### config.mk
export PLATFORM = sky130hd
export DESIGN_NAME = mole_round_scheduler
export DESIGN_NICKNAME = d
export VERILOG_FILES = /design/src/rtl/mole_round_scheduler.sv
export SDC_FILE = /design/constraint.sdc
export NUM_CORES = 1
export LEC_CHECK = 0
export CAP_MARGIN = 30
export CORE_UTILIZATION = 57
export CTS_CLUSTER_DIAMETER = 50
export DETAILED_ROUTE_END_ITERATION = 10
export GPL_ROUTABILITY_DRIVEN = 0
export HOLD_SLACK_MARGIN = 0.15
export PLACE_DENSITY = 0.88
export SYNTH_ARGS = -nofsm -noshare
export SYNTH_HDL_FRONTEND = slang
export SYNTH_SLANG_ARGS = --single-unit
### constraint.sdc
create_clock -name clk -period 7.2 [get_ports clk]
set_clock_uncertainty 0.15 [all_clocks]
set_input_delay 1.44 -clock clk [delete_from_list [all_inputs] [get_ports clk]]
set_output_delay 1.44 -clock clk [all_outputs]
set_load 0.02 [all_outputs]
### src/rtl/mole_round_scheduler.sv
// ============================================================================
//  Module : mole_round_scheduler
//  Brief  : Whack-a-mole game sequencer: RNG request, hit window, scoring, gap.
//  Rev    : 1.0  initial release
// ============================================================================
`default_nettype none

module mole_round_scheduler #(
  parameter int NUM_MOLES    = 8,
  parameter int RNG_W        = 8,
  parameter int TIMEOUT_EASY = 50_000_000,
  parameter int TIMEOUT_HARD = 25_000_000,
  parameter int GAP_CYCLES   = 10_000_000,
  parameter int ROUNDS       = 30,
  parameter int SCORE_W      = 16
) (
  input  logic                 clk,
  input  logic                 rst_n,
  input  logic                 start,
  input  logic                 abort,
  input  logic                 level_select,
  input  logic [NUM_MOLES-1:0] switches,
  output logic                 rng_req,
  input  logic                 rng_valid,
  input  logic [RNG_W-1:0]     rng_value,
  output logic [NUM_MOLES-1:0] leds,
  output logic [SCORE_W-1:0]   points,
  output logic [SCORE_W-1:0]   misses,
  output logic                 busy,
  output logic                 game_over
);

  localparam int c_IDX_W = $clog2(NUM_MOLES);
  localparam int c_WMAX  = (TIMEOUT_EASY > TIMEOUT_HARD) ? TIMEOUT_EASY : TIMEOUT_HARD;
  localparam int c_TMAX  = (c_WMAX > GAP_CYCLES) ? c_WMAX : GAP_CYCLES;
  localparam int c_TW    = $clog2(c_TMAX + 1);
  localparam int c_RW    = $clog2(ROUNDS + 1);

  typedef enum logic [2:0] {
    S_IDLE = 3'd0,
    S_REQ  = 3'd1,
    S_SHOW = 3'd2,
    S_GAP  = 3'd3,
    S_DONE = 3'd4
  } state_t;

  state_t               state_q;
  logic [NUM_MOLES-1:0] prev_sw_q;
  logic [NUM_MOLES-1:0] leds_q;
  logic                 rng_req_q;
  logic [SCORE_W-1:0]   points_q;
  logic [SCORE_W-1:0]   misses_q;
  logic [c_RW-1:0]      round_q;
  logic [c_IDX_W-1:0]   last_q;
  logic [c_TW-1:0]      window_q;
  logic [c_TW-1:0]      timer_q;

  logic [NUM_MOLES-1:0] w_edge;
  logic                 w_hit;
  logic                 w_wrong;
  logic                 w_expire;
  logic [c_IDX_W-1:0]   w_idx_raw;
  logic [c_IDX_W-1:0]   w_idx;
  logic [SCORE_W-1:0]   w_points_inc;
  logic [SCORE_W-1:0]   w_points_dec;
  logic [SCORE_W-1:0]   w_misses_inc;

  // The lit LED doubles as the target mask, so hit/wrong need no index decode.
  assign w_edge    = switches & ~prev_sw_q;
  assign w_hit     = |(w_edge & leds_q);
  assign w_wrong   = |(w_edge & ~leds_q);
  assign w_expire  = (timer_q == c_TW'(1));
  assign w_idx_raw = c_IDX_W'(rng_value % NUM_MOLES);
  assign w_idx     = (w_idx_raw == last_q) ? w_idx_raw + 1'b1 : w_idx_raw;

  assign w_points_inc = (&points_q) ? points_q : points_q + 1'b1;
  assign w_points_dec = (points_q == '0) ? points_q : points_q - 1'b1;
  assign w_misses_inc = (&misses_q) ? misses_q : misses_q + 1'b1;

  always_ff @(posedge clk or negedge rst_n) begin
    if (!rst_n) begin
      state_q   <= S_IDLE;
      prev_sw_q <= '0;
      leds_q    <= '0;
      rng_req_q <= 1'b0;
      points_q  <= '0;
      misses_q  <= '0;
      round_q   <= '0;
      last_q    <= '0;
      window_q  <= '0;
      timer_q   <= '0;
    end else begin
      prev_sw_q <= switches;
      if (abort) begin
        state_q   <= S_IDLE;
        leds_q    <= '0;
        rng_req_q <= 1'b0;
      end else begin
        case (state_q)
          S_IDLE, S_DONE: begin
            if (start) begin
              points_q  <= '0;
              misses_q  <= '0;
              round_q   <= '0;
              window_q  <= level_select ? c_TW'(TIMEOUT_HARD) : c_TW'(TIMEOUT_EASY);
              rng_req_q <= 1'b1;
              state_q   <= S_REQ;
            end
          end
          S_REQ: begin
            if (rng_valid) begin
              last_q    <= w_idx;
              timer_q   <= window_q;
              leds_q    <= NUM_MOLES'(1) << w_idx;
              rng_req_q <= 1'b0;
              state_q   <= S_SHOW;
            end
          end
          S_SHOW: begin
            if (w_hit) begin
              points_q <= w_points_inc;
            end else if (w_wrong) begin
              points_q <= w_points_dec;
            end
            if (!w_hit && w_expire) begin
              misses_q <= w_misses_inc;
            end
            if (w_hit || w_expire) begin
              leds_q  <= '0;
              round_q <= round_q + 1'b1;
              timer_q <= c_TW'(GAP_CYCLES);
              state_q <= S_GAP;
            end else begin
              timer_q <= timer_q - 1'b1;
            end
          end
          S_GAP: begin
            if (w_expire) begin
              if (round_q == c_RW'(ROUNDS)) begin
                state_q <= S_DONE;
              end else begin
                rng_req_q <= 1'b1;
                state_q   <= S_REQ;
              end
            end else begin
              timer_q <= timer_q - 1'b1;
            end
          end
          default: begin
            state_q   <= S_IDLE;
            leds_q    <= '0;
            rng_req_q <= 1'b0;
          end
        endcase
      end
    end
  end

  assign rng_req   = rng_req_q;
  assign leds      = leds_q;
  assign points    = points_q;
  assign misses    = misses_q;
  assign busy      = (state_q == S_REQ) || (state_q == S_SHOW) || (state_q == S_GAP);
  assign game_over = (state_q == S_DONE);

endmodule

`default_nettype wire

==> results.yml <==
drt:
  vias: 5642
  drc_errors: 0
  wirelength_um: 15700
  dr.pass1.iters: 5
  wire_per_inst_um: 18.87
  ant_nets: 0
  drt_iter0_drc: 448
  via_per_inst: 6.781
clocking:
  numCtsBuffers: 9
  cts_resized: 0
  ctsRootBufferMaster: "clkbuf_8"
  cts_max_path_buffers: 2
  cts_tree: "yes"
  htreeDepth: 3
  post_cts_buffers: 0
  clk_latency_ns: 0.38
  postCtsHoldBufs: 0
  clock_sinks: 89
  clkTransAtPathRegs_ns: 0.09
yosys:
  synth_cell_type_count: 77
  syn_nets: 695
  synthFlopType: "dfrtp_1"
  synth_top_cells_by_area: "dfrtp_1 38%, ha_1 4.3%, o31ai_1 3.9%"
  ys_async_sr_fraction: 1.000
  syn_area_per_cell_um2: 8.906
  ys_warn_count: 0
  synth_top_cell_area_share: 0.3835
  syn_area_um2: 5807
  ys_ff_latch: 89
  synth_cells: 652
  synth-edff-count: 0
  ys_seq_area_frac: 0.3835
  yosys.area.top_type: "dfrtp_1"
finish:
  layout_commonest_cell: "dfrtp_1"
  final_nets: 737
  layout_common_cells: "89 x dfrtp_1, 59 x nand2_1, 58 x clkdlybuf4s50_1"
  area_growth_syn_to_layout_pct: 14.05
  antenna_cells: 0
  fin_util: 0.6744
  drive_gt1_frac: 0.07296
die:
  rows: 36
  core_area_um2: 9819
  die_y_um: 102.9
  ios: 65
  dieArea_um2: 10590
  start_util: 0.5914
  dieWidth_um: 102.9
worst_setup_path:
  cp_common_cell: "a211oi_1"
  cp.required_ns: 7.32
  end_kind: "flop"
  cp_cell_sequence: "clkdlybuf4s50_1, nand3b_1, nand4_1, or2_1, inv_2, ha_1, a211oi_1, o211ai_1, a21oi_1, a211oi_1, xnor2_1, o311ai_1"
  crit_fanout: 21
  slowest_delay_ns: 0.46
  arrival_ns: 5.02
  critPathKind: "in -> reg"
  critPathSlowestCell: "or2_1"
  critPathLaunchType: "primary input"
timing:
  setup_viol: 0
  min_period_ns: 4.899
  setup_slack_ns: 2.301
  drv_slew: 0
  fin_setup_tns_ns: 0
  fmax_mhz: 204.1
  rsz0062_at_grt: "false"
  post-route-period-util: 0.6804
  tightestPinTransition_ns: 0.8488
  final_hold_viol_count: 0
  whs_ns: 0.3448
  slew_headroom: 0.4327
hold_path:
  hold_path.class: "reg -> reg"
power_and_ir_drop:
  p_per_area_nw_per_um2: 287.1
  ir_worst_vdd_mv: 0.2252
  p_leak_uw: 0.002645
placement:
  dp_hpwl_um: 11040
  io_buffers: 59
  pre_cts_ws_ns: 2.008
grt:
  grt_pass1_wl_um: 26230
  antenna_found_initial: 0
  track_usage: 0.3193
  grt_start_max_net_pins: 49
  grt_pass1_vias: 5583
  globalRoute.totalOverflow: 0
job:
  drv_cap: 0
status:
  outcome: "finished clean"
==> synth_stat cells, drive strengths merged, types with 3 or more instances <==
library cell and n:
a211o 3, a211oi 9, a21o 9, a21oi 45, a31o 3, a31oi 14, a32o 3, and2 7
and3 7, and4 3, buf 17, clkbuf 17, dfrtp 89, ha 20, inv 19, nand2 59
nand2b 9, nand3 27, nand3b 8, nand4 25, nor2 43, nor3 20, nor3b 10, nor4 14
o211ai 8, o21a 3, o21ai 36, o31a 3, o31ai 31, o41ai 4, or2 5, or3 18
or4 11, xnor2 13, xor2 11
==> path summary, 6_finish.rpt <==
kind,startpoint,slack (ns),cells past startpoint,to
max,switches[3],2.30,12,points[15]
min,window_q[24],0.34,2,window_q[24]
max reg2reg,leds[1],3.36,11,points[15]
min reg2reg,window_q[24],0.34,2,window_q[24]
max in group asynchronous,rst_n,4.95,2,round_q[2]
min in group asynchronous,rst_n,0.90,1,prev_sw_q[0]
==> power breakdown <==
group	switching, uW	internal (uW)	leakage [uW]
combinational	479	343	0.00139
clock	208	143	0.000100
sequential	137	591	0.00116
==> layout make-up <==
| class | count | area, um2 |
|---|---|---|
| flip-flops and latches | 89 | 2227 |
| well taps | 133 | 166.4 |
| inverters | 19 | 71.32 |
| repair buffers | 65 | 633.1 |
| fillers | 797 | 3197 |
| clock inverters | 6 | 55.05 |
| clock buffers | 10 | 137.6 |
| multi-input cells | 510 | 3332 |
==> stage by stage <==
stage	cell area (um2)	instances	total power [uW]
floorplan	5807	652	1300
global placement	6415	814	1485
detailed placement	6422	815	1529
CTS	6615	831	1878
global route	6623	832	2010
finish	6623	832	1901
==> flip-flops by register name, summed over array words and instances, names as in the netlist <==
signal / flops
timer_q: 26
misses: 16
points: 16
leds: 8
prev_sw_q: 8
round_q: 5
last_q: 3
state_q: 3
window_q: 3
rng_req: 1
==> cell families after synthesis <==
logic type               synth area share
XOR/XNOR                          0.03620
AO/OA/AOI/OAI                      0.2299
buffers and inverters             0.04266
multiplexers                     0.005387
AND/OR/NAND/NOR                    0.2558
adder cells (fa/ha/maj)           0.04654
flip-flops                         0.3835
==> worst max-delay path, delay by kind of cell <==
| kind | cells | cell delay [ns] |
|---|---|---|
| xor+xnor | 1 | 0.16 |
| fa+ha+maj | 1 | 0.33 |
| buf+inv | 2 | 0.84 |
| compound gates | 5 | 1.38 |
| simple gates | 3 | 0.85 |
==> per-layer routing <==
metal,vias to the layer above,track usage,routed length (um)
li1,2552,-,-
met1,2747,0.3912,6232
met2,290,0.5544,7860
met3,53,0.06441,1150
met4,0,0.1235,456
met5,-,0,0
Note: power is estimated with default switching activity, not from simulation.
==> edit (config.mk and constraints unchanged) <==
Add an input register stage for `switches`; this delays it by one clock. The other inputs are not delayed to match.
--- a/src/rtl/mole_round_scheduler.sv
+++ b/src/rtl/mole_round_scheduler.sv
@@ -44,6 +44,12 @@
     S_DONE = 3'd4
   } state_t;
 
+  logic [NUM_MOLES-1:0] switches_q;
+
+  always_ff @(posedge clk) begin
+    switches_q <= switches;
+  end
+
   state_t               state_q;
   logic [NUM_MOLES-1:0] prev_sw_q;
   logic [NUM_MOLES-1:0] leds_q;
@@ -66,7 +72,7 @@
   logic [SCORE_W-1:0]   w_misses_inc;
 
   // The lit LED doubles as the target mask, so hit/wrong need no index decode.
-  assign w_edge    = switches & ~prev_sw_q;
+  assign w_edge    = switches_q & ~prev_sw_q;
   assign w_hit     = |(w_edge & leds_q);
   assign w_wrong   = |(w_edge & ~leds_q);
   assign w_expire  = (timer_q == c_TW'(1));
@@ -90,7 +96,7 @@
       window_q  <= '0;
       timer_q   <= '0;
     end else begin
-      prev_sw_q <= switches;
+      prev_sw_q <= switches_q;
       if (abort) begin
         state_q   <= S_IDLE;
         leds_q    <= '0;
Function: changed (a bounded check fails within 4 cycles, from zero or initial values and one cycle with rst_n low).
==> edit against the original RTL <==
- synthesized area rose by 0.52%
- wire length fell by 5.3%
- count of clock-buffer cells in the layout did not move
- worst setup slack improved by 0.71 ns
- power rose by 24%
- cell area rose by 1.2%
- sequential cell count rose by 8
- critical endpoint unchanged
- largest power group unchanged
- highest routed layer unchanged
==> edit: results (changes against the original RTL) <==
- Status: finished clean (unchanged)
- Postcts setup bufs: 0 (unchanged)
- Adder-cell share of the synthesized area: 4.63% (was 4.65%)
- Reg2Reg Depth: 11 (unchanged)
- Pleak: 0.00272 uW (was 0.00265 uW)
- Setup slack, reg-to-reg: 3.01 ns (was 3.36 ns)
- Global-route wire length before repair: 24700 um (was 26200 um)
- Crit-path max FO: 19 (was 21)
- Post-synthesis async set-or-reset flop share: 91.8% (was 100%)
- Largest net degree at the start of global routing: 74 (was 49)
- Clock-pin slew on the worst setup and hold paths: 0.09 ns (about the same)
- TritonCTS Buffers: 9 (unchanged)
- Worst skew pair latency: ~0.37 ns
- YS warnings: 0 (unchanged)
- GRT Util Overall: 29.7% (was 31.9%)
- Clk buf depth: 2 (unchanged)
- Crit Reg-Reg Startpoint: leds[4] (was leds[1])
- Port bufs: 59 (unchanged)
- Post-synthesis compound-gate area fraction: 23.1% (was 23.0%)
- Antenna cells: 0 (unchanged)
- Critical Path AT: 4.33 ns (was 5.02 ns)
- Worst-Margin Slew: 0.868 ns (was 0.849 ns)
- Synth top cells by count: dfrtp_1, nor2_1, o21ai_0 (was dfrtp_1, nand2_1, a21oi_1)
- Worst IR Drop VDD: 0.258 mV (was 0.225 mV)
- Worst Hold End: prev_sw_q[5] (was window_q[24])
- Synth unique cells: 73 (was 77)
- Resized Gates After CTS: 0 (unchanged)
- Largest register FFs: 26 (unchanged)
- Pre-CTS setup slack: 2.87 ns (was 2.01 ns)
- Hold path start: switches_q[5] (was window_q[24])
- Synth Area in XOR/XNOR: 2.40% (was 3.62%)
- Detail Placement HPWL: 10600 um (was 11000 um)
- Max H-tree Level: 3 (unchanged)
- Final net count: 729 (was 737)
- R2r endpoint: points[15] (unchanged)
- WHS Path Cells: 0 (was 2)
- Layout cells sized above 1: 6.66% (was 7.30%)
- Register area share after synthesis: 40.9% (was 38.4%)
- Placed instance area: 6510 um2 (was 6420 um2)
- Vias per inst: 6.72 (was 6.78)
- FILL cells: 757 (was 797)
- First-pass detailed-route iteration total: 6 (was 5)
- Fmax achieved: 238 MHz (was 204 MHz)
- CP Launch Type: flip-flop (was input port)
- WL final: 14900 um (was 15700 um)
- Vias in the first global route: 5234 (was 5583)
- Initial DRC count: 552 (was 448)
- Min Hold Slack: 0.214 ns (was 0.345 ns)
- Post-synthesis mux area share: 1.48% (was 0.539%)
- Synth area leaders: dfrtp_1, ha_1, o21ai_0 (was dfrtp_1, ha_1, o31ai_1)
- Total grt overflow: 0 (unchanged)
- Syn Nets: 681 (was 695)
- Setup crit end kind: flip-flop (unchanged)
## edit: changes by cell type in the layout (fill, tap and decap cells not counted), moves of 6 or more
cell,delta
nand2_1,-21
o31ai_1,-15
o21ai_0,+11
o41ai_1,+11
dfxtp_1,+8
o21a_1,+8
and3_1,+7
nand4_1,-7
xnor2_1,-7
a21oi_1,-6
inv_1,+6
## edit: routing by layer
metal | vias up | global-route usage (%) | share of wire [%]
li1 | 2544 | - | -
met1 | 2693 | 41.7 | 44
met3 | 22 | 3.90 | 7.2
met2 | 281 | 46.8 | 47
met5 | - | 0 | 0
met4 | 0 | 12.5 | 1.6
## edit: power by group
group / internal (uW) / switching [uW]
clock: 139 / 199
sequential: 661 / 143
combinational: 518 / 705
total: 1320 / 1050
## edit: per-stage QoR
stage | cells | utilization, % | power (uW)
floorplan | 638 | - | 1670
detailed placement | 808 | 66.0 | 1990
global route | 824 | 67.9 | 2520
finish | 824 | 67.9 | 2370
global placement | 807 | 65.7 | 1940
CTS | 824 | 67.9 | 2340
## edit: final cells by class
class                      count  area [um2]  area share [%]
clock inverter                 6        50.0           0.747
sequential                    97        2390            35.6
timing repair buffer          64         646            9.64
clock buffer                  10         138            2.05
tap                          133         166            2.48
inverter                      24        90.1            1.34
multi-input combinational    490        3220            48.1
## edit: worst max-delay path: stages, from the launching register on
cell	delay [ns]
dfrtp_1	0.43
and3b_1	0.20
and4b_1	0.33
nand2_1	0.31
inv_1	0.65
ha_1	0.38
a211o_1	0.33
a211oi_1	0.44
nor3_1	0.15
o31a_1	0.27
or2_2	0.29
o211ai_1	0.17
